--- src/rtl/mem_arb_rr.sv ---
// -----------------------------------------------------------------------------
// mem_arb_rr - N-way memory-port arbiter with lock, watchdog and status
//
// Several requesters (cores, DMA) share one memory port. Each transaction is
// granted round-robin (PRIO=0) or fixed-priority, lowest index first (PRIO=1).
// The winner's address, write data and write flag are captured, so the memory
// side sees stable values for the whole transaction.
//
// Extra features:
//   - lock_a: the current owner keeps the grant for its next request.
//   - Watchdog: after TIMEOUT BUSY cycles the transaction is dropped and
//     rdy_a/err_a pulse together. TIMEOUT=0 disables the watchdog.
//   - busy / grant_id status.
//
// Ports
//   clk, reset       clock, synchronous active-high reset
//   addr_a, dout_a   per-requester address / write data, slice i at [i*W +: W]
//   din_a            read data, din_m broadcast to every slice
//   req_a, wr_a      per-requester request (held until rdy_a) / write flag
//   lock_a           keep the grant for the requester's next transaction
//   rdy_a, err_a     one-hot completion strobe / timeout strobe
//   addr_m, dout_m   captured address / write data towards memory
//   wr_m, req_m      captured write flag / memory request (high in BUSY)
//   din_m, rdy_m     memory read data / completion
//   busy, grant_id   BUSY status / current or last granted requester
// -----------------------------------------------------------------------------
module mem_arb_rr #(
    parameter int NREQ    = 4,
    parameter int AW      = 64,
    parameter int DW      = 64,
    parameter int PRIO    = 0,
    parameter int TIMEOUT = 256
) (
    input  logic                       clk,
    input  logic                       reset,
    input  logic [NREQ*AW-1:0]         addr_a,
    input  logic [NREQ*DW-1:0]         dout_a,
    output logic [NREQ*DW-1:0]         din_a,
    input  logic [NREQ-1:0]            req_a,
    input  logic [NREQ-1:0]            wr_a,
    input  logic [NREQ-1:0]            lock_a,
    output logic [NREQ-1:0]            rdy_a,
    output logic [NREQ-1:0]            err_a,
    output logic [AW-1:0]              addr_m,
    output logic [DW-1:0]              dout_m,
    input  logic [DW-1:0]              din_m,
    output logic                       req_m,
    output logic                       wr_m,
    input  logic                       rdy_m,
    output logic                       busy,
    output logic [$clog2(NREQ)-1:0]    grant_id
);

    localparam int IW  = $clog2(NREQ);
    // Index arithmetic gets one spare bit so last+k cannot overflow before
    // the modulo-NREQ reduction.
    localparam int XW  = IW + 1;
    localparam int WCW = (TIMEOUT > 0) ? $clog2(TIMEOUT + 1) : 1;
    localparam logic [XW-1:0]  NREQ_X  = XW'(NREQ);
    localparam logic [WCW-1:0] WC_LAST = (TIMEOUT > 0) ? WCW'(TIMEOUT - 1) : '0;

    typedef enum logic [0:0] {
        S_IDLE = 1'b0,
        S_BUSY = 1'b1
    } state_t;

    state_t             state_q,  state_d;
    logic [IW-1:0]      cur_q,    cur_d;
    logic [IW-1:0]      last_q,   last_d;
    logic               locked_q, locked_d;
    logic [WCW-1:0]     wcnt_q,   wcnt_d;
    logic [AW-1:0]      addr_q,   addr_d;
    logic [DW-1:0]      dout_q,   dout_d;
    logic               wr_q,     wr_d;

    logic [NREQ-1:0]    cur_oh_s;
    logic [NREQ-1:0]    elig_s;
    logic               any_elig_s;
    logic [IW-1:0]      win_s;
    logic [XW-1:0]      rr_sum_s;
    logic [XW-1:0]      rr_idx_s;
    logic               timeout_s;
    logic [NREQ-1:0]    rdy_s;
    logic [NREQ-1:0]    err_s;

    // One-hot of the current owner and the eligible request set (lock narrows
    // eligibility to the owner only).
    always_comb begin
        cur_oh_s   = {{(NREQ-1){1'b0}}, 1'b1} << cur_q;
        elig_s     = locked_q ? (req_a & cur_oh_s) : req_a;
        any_elig_s = |elig_s;
        timeout_s  = (TIMEOUT > 0) && (wcnt_q == WC_LAST);
    end

    // Winner selection. Both loops run from the least to the most preferred
    // candidate so the most preferred eligible one is written last.
    always_comb begin
        win_s    = '0;
        rr_sum_s = '0;
        rr_idx_s = '0;
        if (PRIO != 0) begin
            for (int i = NREQ - 1; i >= 0; i--) begin
                win_s = elig_s[i] ? IW'(i) : win_s;
            end
        end else begin
            for (int k = NREQ; k >= 1; k--) begin
                rr_sum_s = {1'b0, last_q} + XW'(k);
                rr_idx_s = (rr_sum_s >= NREQ_X) ? (rr_sum_s - NREQ_X) : rr_sum_s;
                win_s    = elig_s[rr_idx_s[IW-1:0]] ? rr_idx_s[IW-1:0] : win_s;
            end
        end
    end

    // Next-state, capture and completion/abort strobes.
    always_comb begin
        state_d  = state_q;
        cur_d    = cur_q;
        last_d   = last_q;
        locked_d = locked_q;
        wcnt_d   = wcnt_q;
        addr_d   = addr_q;
        dout_d   = dout_q;
        wr_d     = wr_q;
        rdy_s    = '0;
        err_s    = '0;
        case (state_q)
            S_IDLE: begin
                if (locked_q && !req_a[cur_q]) begin
                    // Owner walked away while holding the lock: release it and
                    // arbitrate normally from the next cycle.
                    locked_d = 1'b0;
                end else if (any_elig_s) begin
                    state_d = S_BUSY;
                    cur_d   = win_s;
                    wcnt_d  = '0;
                    addr_d  = addr_a[int'(win_s)*AW +: AW];
                    dout_d  = dout_a[int'(win_s)*DW +: DW];
                    wr_d    = wr_a[win_s];
                end else begin
                    state_d = S_IDLE;
                end
            end
            S_BUSY: begin
                if (rdy_m) begin
                    // Memory completion beats a coincident timeout.
                    rdy_s    = cur_oh_s;
                    last_d   = cur_q;
                    locked_d = lock_a[cur_q];
                    state_d  = S_IDLE;
                end else if (timeout_s) begin
                    rdy_s    = cur_oh_s;
                    err_s    = cur_oh_s;
                    last_d   = cur_q;
                    locked_d = 1'b0;
                    state_d  = S_IDLE;
                end else begin
                    // Saturate so a disabled watchdog never wraps.
                    wcnt_d = (&wcnt_q) ? wcnt_q : (wcnt_q + WCW'(1));
                end
            end
            default: begin
                state_d = S_IDLE;
            end
        endcase
    end

    // State and capture registers.
    always_ff @(posedge clk) begin
        if (reset) begin
            state_q  <= S_IDLE;
            cur_q    <= '0;
            last_q   <= IW'(NREQ - 1);
            locked_q <= 1'b0;
            wcnt_q   <= '0;
            addr_q   <= '0;
            dout_q   <= '0;
            wr_q     <= 1'b0;
        end else begin
            state_q  <= state_d;
            cur_q    <= cur_d;
            last_q   <= last_d;
            locked_q <= locked_d;
            wcnt_q   <= wcnt_d;
            addr_q   <= addr_d;
            dout_q   <= dout_d;
            wr_q     <= wr_d;
        end
    end

    // A transaction interrupted by reset ends without any strobe.
    assign rdy_a    = rdy_s & {NREQ{~reset}};
    assign err_a    = err_s & {NREQ{~reset}};
    assign din_a    = {NREQ{din_m}};
    assign addr_m   = addr_q;
    assign dout_m   = dout_q;
    assign wr_m     = wr_q;
    assign req_m    = (state_q == S_BUSY);
    assign busy     = (state_q == S_BUSY);
    assign grant_id = cur_q;

endmodule

--- config.mk ---
export PLATFORM = sky130hd
export DESIGN_NAME = mem_arb_rr
export DESIGN_NICKNAME = d
export VERILOG_FILES = /design/src/rtl/mem_arb_rr.sv
export SDC_FILE = /design/constraint.sdc
export NUM_CORES = 1
export LEC_CHECK = 0
export CAP_MARGIN = 0
export CORE_AREA = 2 2 388 390
export CTS_BUF_LIST = sky130_fd_sc_hd__clkbuf_16
export CTS_CLUSTER_DIAMETER = 120
export DETAILED_ROUTE_END_ITERATION = 7
export DIE_AREA = 0 0 390 392
export MAX_ROUTING_LAYER = met4
export PLACE_DENSITY = 0.32
export SETUP_SLACK_MARGIN = 0.15
export SLEW_MARGIN = 5
export SYNTH_ARGS = -nofsm -noshare
export SYNTH_HDL_FRONTEND = slang
export SYNTH_SLANG_ARGS = --single-unit
--- constraint.sdc ---
create_clock -name clk -period 7.38 [get_ports clk]
set_input_delay 1.107 -clock clk [delete_from_list [all_inputs] [get_ports clk]]
set_output_delay 1.107 -clock clk [all_outputs]
set_load 0.01 [all_outputs]
# --- After elaboration in Yosys (flattened, before gate mapping) ---
# Cells that the tools add are included.
totals:
  ff_bits: 144
  in_bits: 591
  output_inout_bits: 397
  elab_cells: 98
classes:
  shift: 3
  eq_ne: 8
  reduce_logical: 9
  mux: 45
  n_addsub: 9
  order_cmp: 10
  n_bitwise: 6
ops:
  columns: ["op", "n"]
  rows:
  - ["variable part select 256 x 9 -> 64 bit", 2]
  - ["two-way mux 9 bit", 5]
  - ["two-way mux 4 bit", 6]
  - ["two-way mux 2 bit", 10]
  - ["< comparator 2 x 3 -> 1 bit (second input constant)", 6]
  - ["one-hot mux 9 bit (2 select lines)", 1]
  - ["binary-select mux 1 bit (select 2 bit)", 7]
  - ["two-way mux 1 bit", 14]
  - ["AND 4 bit", 3]
  - [">= comparator 3 bit (second input constant)", 4]
  - ["!= test 2 bit (second input constant)", 6]
  - ["adder 9 x 1 -> 9 bit (second input constant)", 1]
  - ["== test 9 x 8 -> 1 bit (second input constant)", 1]
  - ["AND reduction 9 bit", 1]
  - ["subtractor 2 x 1 -> 2 bit (second input constant)", 4]
  - ["adder 2 x 2 -> 3 bit (second input constant)", 2]
  - ["AND reduction 5 bit", 1]
  - ["one-hot mux 1 bit (2 select lines)", 2]
  - ["AND reduction 2 bit", 2]
  - ["OR reduction 4 bit", 1]
  - ["left shift 1 x 2 -> 4 bit (first input constant)", 1]
  - ["adder 2 x 1 -> 3 bit (second input constant)", 1]
  - ["adder 2 x 3 -> 3 bit (second input constant)", 1]
  - ["!= test 3 x 2 -> 1 bit (second input constant)", 1]
  - ["5 further kinds", 7]

# --- Logic depth before layout (Yosys ltp) ---
# Gate-level depths: netlist (run 1).
logic_depth:
  ltp_word: 11
  ltp_mapped: 12
  depth_no_buf: 9

# --- Worst setup path before layout (run 1) ---
# No wires, ideal clock.
synth_timing:
  path_type: "input to register"
  start: "in req_a[2]"
  end: "reg dout_q[39] (netlist: dout_m[39])"
  path_buffers: 3
  t_required_ns: 7.258
  arrival_time_ns: 3.222
  slack_ns: 4.036
  setup_time_ns: 0.122
  cell_stages: 10
  cell_sequence: "nand2b_1 o221ai_2 or4b_4 and4_1 buf_4 nor2_2 buf_6 buf_6 mux2_4 a221o_1"
synth_between:
  elab_chain_cells: 9
  elab_cells_between_ends: 22
  cone_classes: "shift (1); mux (15); bitwise (2); reduce/logical (4)"
synth_rtl:
  columns: ["item", "line", "rtl"]
  rows:
  - ["from (decl)", "39", "input logic [NREQ-1:0] req_a,"]
  - ["AND 4 bit", "90", "elig_s = locked_q ? (req_a & cur_oh_s) : req_a;"]
  - ["two-way mux 4 bit", "90", null]
  - ["binary-select mux 1 bit (select 2 bit)", "109", "win_s = elig_s[rr_idx_s[IW-1:0]] ? rr_idx_s[IW-1:0] : win_s;"]
  - ["two-way mux 1 bit (not written as such)", "109", null]
  - ["two-way mux 2 bit (4 in a row)", "109", null]
  - ["variable part select 256 x 9 -> 64 bit", "137", "dout_d = dout_a[int'(win_s)*DW +: DW];"]
  - ["to (signal assigned)", "185", "dout_q <= dout_d;"]
  - ["to (decl)", "73", "logic [DW-1:0] dout_q, dout_d;"]
# Several ways; a longest one is shown, not always the timed one. The select of a mux whose other input is x is not followed.
# A chain may end at the register's enable or synchronous reset.

# --- Final worst setup path (run 1) ---
layout_timing:
  start: "in req_a[2]"
  end: "reg dout_q[35] (netlist: dout_m[35])"
# The elaborated chain is that of the path after synthesis.

==> results of run 1 <==
## registers in the layout, summed over array words and instances, names as in the netlist
name	count
busy	1
grant_id	2
dout_m	64
wcnt_q	9
last_q	2
addr_m	64
locked_q	1
wr_m	1
## cell usage after synthesis (all sizes together) (2+ instances only)
library cell / instances
xor2: 3
buf: 290
a211oi: 123
mux2i: 4
nand4: 4
o21ai: 94
inv: 7
o32ai: 29
nand2: 67
xnor2: 2
a21boi: 2
a31oi: 22
ha: 3
mux2: 48
and3: 123
a221o: 48
a21o: 40
and2: 2
nor3: 6
clkbuf: 114
o31ai: 32
dfxtp: 144
o221ai: 4
mux4: 2
nor2: 24
o211ai: 3
a21oi: 58
nand3: 124
nand2b: 4
## layer usage
| metal | track usage | routed length, um | vias up | part of all wire |
|---|---|---|---|---|
| met3 | 0.0429 | 7550 | 140 | 0.093 |
| met4 | 0.0397 | 2830 | 0 | 0.035 |
| li1 | - | - | 5751 | - |
| met5 | - | 0 | - | 0 |
| met1 | 0.119 | 33300 | 5865 | 0.41 |
| met2 | 0.165 | 37900 | 608 | 0.46 |
## per-stage QoR
stage	cell area (um^2)	hold WS [ns]	util	setup WS [ns]
6_report	18900	0.469	0.127	2.71
5_1_grt	18900	0.495	0.127	2.56
4_1_cts	18900	0.474	0.127	2.71
3_5_place_dp	18300	0.463	0.123	2.11
3_3_place_gp	18300	0.458	0.123	2.11
2_1_floorplan	11400	0.478	-	4.04
## how the worst min path moves through the flow
stage | end | slack, ns | cells past startpoint
6_report | dout_m[63] | 0.47 | 2
5_1_grt | addr_m[14] | 0.50 | 2
4_1_cts | dout_m[63] | 0.47 | 2
3_5_place_dp | dout_m[63] | 0.46 | 2
3_3_place_gp | dout_m[60] | 0.46 | 2
2_1_floorplan | wcnt_q[5] | 0.48 | 2
## worst reg2reg max path: stages (launching register included)
cell and delay, ns:
dfxtp_1 0.89, o21ai_0 0.32, a221oi_1 0.33, o21ai_1 0.21, and4_4 0.41, nor2_4 0.89
buf_4 0.47, mux2_2 0.37, a221o_1 0.29
## cell families after synthesis
| kind of cell | after synthesis | synth area share |
|---|---|---|
| DFF | 144 | 0.253 |
| adders and majority gates | 3 | 0.00330 |
| muxes | 54 | 0.0579 |
| AOI/OAI and AO/OA | 464 | 0.287 |
| and+or+nand+nor | 364 | 0.168 |
| buffers and inverters | 411 | 0.226 |
| xor gates and xnor gates | 5 | 0.00385 |
## area by class of cell
class	instances	area [um^2]	share of cell area
Antenna cell	12	30.0	0.00159
Clock buffer	17	425	0.0225
Clock inverter	15	194	0.0102
Inverter	7	28.8	0.00152
Multi-Input combinational cell	890	6030	0.318
Sequential cell	144	2880	0.152
Tap cell	1944	2430	0.128
Timing Repair Buffer	694	6910	0.365
## cell usage in the layout, fill, tap and decap left out, types with 20 or more instances in the layout
cell type / n
mux2_2: 38
a221o_1: 48
buf_4: 24
o21ai_0: 92
nor2_1: 20
a31oi_1: 21
a211oi_1: 119
dfxtp_1: 144
a21o_1: 40
a21oi_1: 58
nand3_1: 123
o32ai_1: 29
clkdlybuf4s50_1: 666
o31ai_1: 32
and3_1: 123
nand2_1: 64
## power breakdown
part	total, mW	internal [mW]	leakage (nW)	switching [mW]
clock network	1.06	0.565	0.307	0.493
registers	1.01	0.911	1.19	0.0969
logic	1.67	0.801	4.85	0.874
==> impl_metrics.yaml, run 1 <==
outcome:
  status: "complete, no violations"
logic_synthesis:
  syn_nets: 2039
  yosysWarnings: 0
  synth_edf_count: 0
  yosys.area.top_type: "dfxtp_1"
  ys_top_cells_by_area: "dfxtp_1, buf_4, a211oi_1, and3_1, nand3_1"
  synth.distinct_cells: 59
  seq_area_frac_synth: 0.253
  netlist.area_leader.share: 0.253
  synth_ff_type: "dfxtp_1"
  synth_seq_cells: 144
  ys_async_sr_fraction: 0
  synth_area_um2: 11400
  synthCells: 1445
  avgSynthCellArea_um2: 7.88
layout:
  post_route_cells_drive_above_1_share: 0.0719
  num-fill-cells: 17200
  fin_nets: 2348
  area_delta_synth_final_pct: 66.3
  finalNonFillerCells: 3723
clocking:
  path_clk_slew_ns: 0.07
  cts_max_level: 4
  root_buffer: "clkbuf_16"
  clock_path_buffers: 2
  cts_inserted_buffers: 17
  cts_tree: "yes"
  cts_resized: 0
  clk_latency_ns: 0.53
  cts_setup_buffers: 0
  cts_sinks: 144
  ctsHoldBuffers: 0
timing:
  relSlewSlack: 0.238
  rsz0062_at_grt: "false"
  slew_viol_final: 0
  fmax_mhz: 214
  hold_viol: 0
  fin_crit_ns: 4.67
  skew_ns: 0.0160
  tightest_slew_ns: 1.14
  setup_violations: 0
  finalCritPeriodShare: 0.633
  fin_tns_setup_ns: 0
floorplanning:
  rows: 142
  dieHeight_um: 392
  start_util: 0.0765
  coreArea_um2: 149000
  die_area_um2: 153000
  dieWidth_um: 390
  io_pins: 988
critical_path:
  start_kind: "input pin"
  criticalPathCategory: "input pin to register"
  regToRegEndpoint: "dout_m[35]"
  required_ns: 7.78
  arrival_ns: 5.07
  max_stage_delay_ns: 0.88
  ff2ff_path_depth: 8
  cp_max_fo: 37
  critical_path_buf_inv_count: 2
  cpMaxStageDelayCell: "nor2_4"
  endpoint: "dout_m[35]"
  path_depth: 9
  r2r-start: "grant_id[1]"
  critical_path.cell_chain: "clkdlybuf4s50_1 -> nand2b_1 -> o221ai_2 -> or4b_4 -> and4_4 -> nor2_4 -> buf_4 -> mux2_2 -> a221o_1"
  cp-end-kind: "register"
  r2r_setup_slack_ns: 3.08
  critPathLaunch: "req_a[2]"
  crit_family: "simple AND/OR/NAND/NOR gates"
place:
  placed_cells: 3679
  portBuffers: 667
  dp_hpwl_um: 60900
  gp_congestion: 0.785
drt:
  wire_per_inst_um: 21.9
  first_iter_violations: 521
  drc: 0
  viasPerCell: 3.32
  vias: 12400
  dr.pass1.iters: 5
  final_antenna_net_count: 0
  finalWirelength_um: 81600
grt:
  grt_pass1_vias: 12700
  grt_overflow: 0
  grt_pass1_wl_um: 108000
  antenna_found_initial: 21
  grt_usage: 0.105
  grt_start_max_net_pins: 95
power_and_ir_drop:
  p_per_area_nw_per_um2: 198
  ir_worst_vdd_v: 0.000179
  totalPowerFinal_mw: 3.74
  p_leak_nw: 6.34
worst_hold_path:
  min_from: "dout_m[63]"
  hold_class: "register to register"
job:
  cap_violations: 0
No activity file was read; power rests on OpenSTA's default activity.
==> run 2: changes to the inputs <==
PLACE_DENSITY = 0.33   (was 0.32)
clock period = 4.05 ns   (was 7.38 ns; I/O delays follow)
==> impl_metrics.yaml, run 2 (synthesis gave the netlist of run 1 again) <==
outcome:
  status: "complete, no violations"
critical_path:
  start_kind: "register"
  ff2ff_path_depth: 10
  regToRegEndpoint: "addr_m[21]"
  arrival_ns: 3.79
  cp-end-kind: "register"
  r2r_setup_slack_ns: 0.64
  criticalPathCategory: "register to register"
  required_ns: 4.43
  r2r-start: "last_q[0]"
  cp_max_fo: 32
timing:
  finalCritPeriodShare: 0.841
  tightest_slew_ns: 0.727
  hold_viol: 0
  setup_ws_ns: 0.643
  hold_slack_ns: 0.470
  fin_tns_setup_ns: 0
  fmax_mhz: 293
  relSlewSlack: 0.510
  fin_crit_ns: 3.41
  setup_violations: 0
  slew_viol_final: 0
  skew_ns: 0.0276
  rsz0062_at_grt: "false"
clocking:
  cts_max_level: 4
  clock_path_buffers: 2
  ctsHoldBuffers: 0
  cts_sinks: 144
  path_clk_slew_ns: 0.10
  clk_latency_ns: 0.53
  root_buffer: "clkbuf_16"
  cts_setup_buffers: 0
  cts_resized: 0
  cts_inserted_buffers: 17
  cts_tree: "yes"
power_and_ir_drop:
  ir_worst_vdd_v: 0.000345
  totalPowerFinal_mw: 6.81
  p_per_area_nw_per_um2: 353
  p_leak_nw: 6.54
job:
  cap_violations: 0
worst_hold_path:
  min_to: "dout_m[62]"
  min_from: "dout_m[62]"
  hold_class: "register to register"
  hold_depth: 2
grt:
  grt_usage: 0.106
  grt_pass1_vias: 12900
  grt_pass1_wl_um: 109000
  grt_start_max_net_pins: 96
  grt_overflow: 0
  antenna_found_initial: 18
layout:
  final_common_cell: "clkdlybuf4s50_1"
  multiInputGateArea_um2: 6000
  stdcell_area_um2: 19300
  finalNonFillerCells: 3750
  ff_latch_area_um2: 2880
  fin_util: 0.130
  area_delta_synth_final_pct: 69.6
  fin_nets: 2377
  final_cell_mix: "clkdlybuf4s50_1, dfxtp_1, and3_1, nand3_1, a211oi_1"
  post_route_cells_drive_above_1_share: 0.0869
  num-fill-cells: 17100
place:
  portBuffers: 667
  dpl_cell_area_um2: 18700
  gp_congestion: 0.803
  placed_cells: 3708
  post-place-ws_ns: 0.120
  dp_hpwl_um: 64600
drt:
  dr.pass1.iters: 5
  final_antenna_net_count: 0
  finalWirelength_um: 82300
  viasPerCell: 3.34
  wire_per_inst_um: 22.0
  vias: 12500
  drc: 0
  first_iter_violations: 560
floorplanning:
  coreArea_um2: 149000
  dieHeight_um: 392
  die_area_um2: 153000
  rows: 142
  io_pins: 988
  dieWidth_um: 390
  start_util: 0.0765
==> run 2: critical path: stages (launching register included) <==
cell	delay, ns
dfxtp_1	0.71
mux2i_1	0.19
o221ai_2	0.21
or4b_4	0.54
nand4_1	0.27
buf_4	0.22
nand2_4	0.11
buf_12	0.19
buf_12	0.18
a211oi_1	0.46
o31ai_1	0.13
==> run 2: area by class of cell <==
class,instances,area share
inverters,7,0.00149
clock buffers,17,0.0220
repair buffers,723,0.381
well taps,1944,0.126
clock inverters,15,0.00868
multi-input cells,890,0.311
diodes,10,0.00130
flip-flops and latches,144,0.149
==> run 2: per-layer routing <==
layer  routed length [um]  GRT usage
met1                34700      0.124
met2                37600      0.162
met3                 7690     0.0450
met4                 2270     0.0360
met5                    0          -
==> run 2: worst max-delay path by stage <==
| stage | start | depth (start not counted) | slack [ns] | to |
|---|---|---|---|---|
| 6_report | last_q[0] | 10 | 0.64 | addr_m[21] |
| 5_1_grt | last_q[0] | 9 | 0.41 | dout_m[17] |
| 4_1_cts | last_q[0] | 9 | 0.58 | dout_m[17] |
| 3_5_place_dp | req_a[3] | 10 | 0.12 | dout_m[17] |
| 3_3_place_gp | req_a[3] | 10 | 0.12 | dout_m[17] |
| 2_1_floorplan | req_a[2] | 10 | 1.21 | dout_m[39] |
==> run 2: power by group <==
part | internal [mW] | switching, mW | total (mW)
clock | 0.830 | 0.935 | 1.76
sequential | 1.66 | 0.166 | 1.83
combinational | 1.58 | 1.64 | 3.22
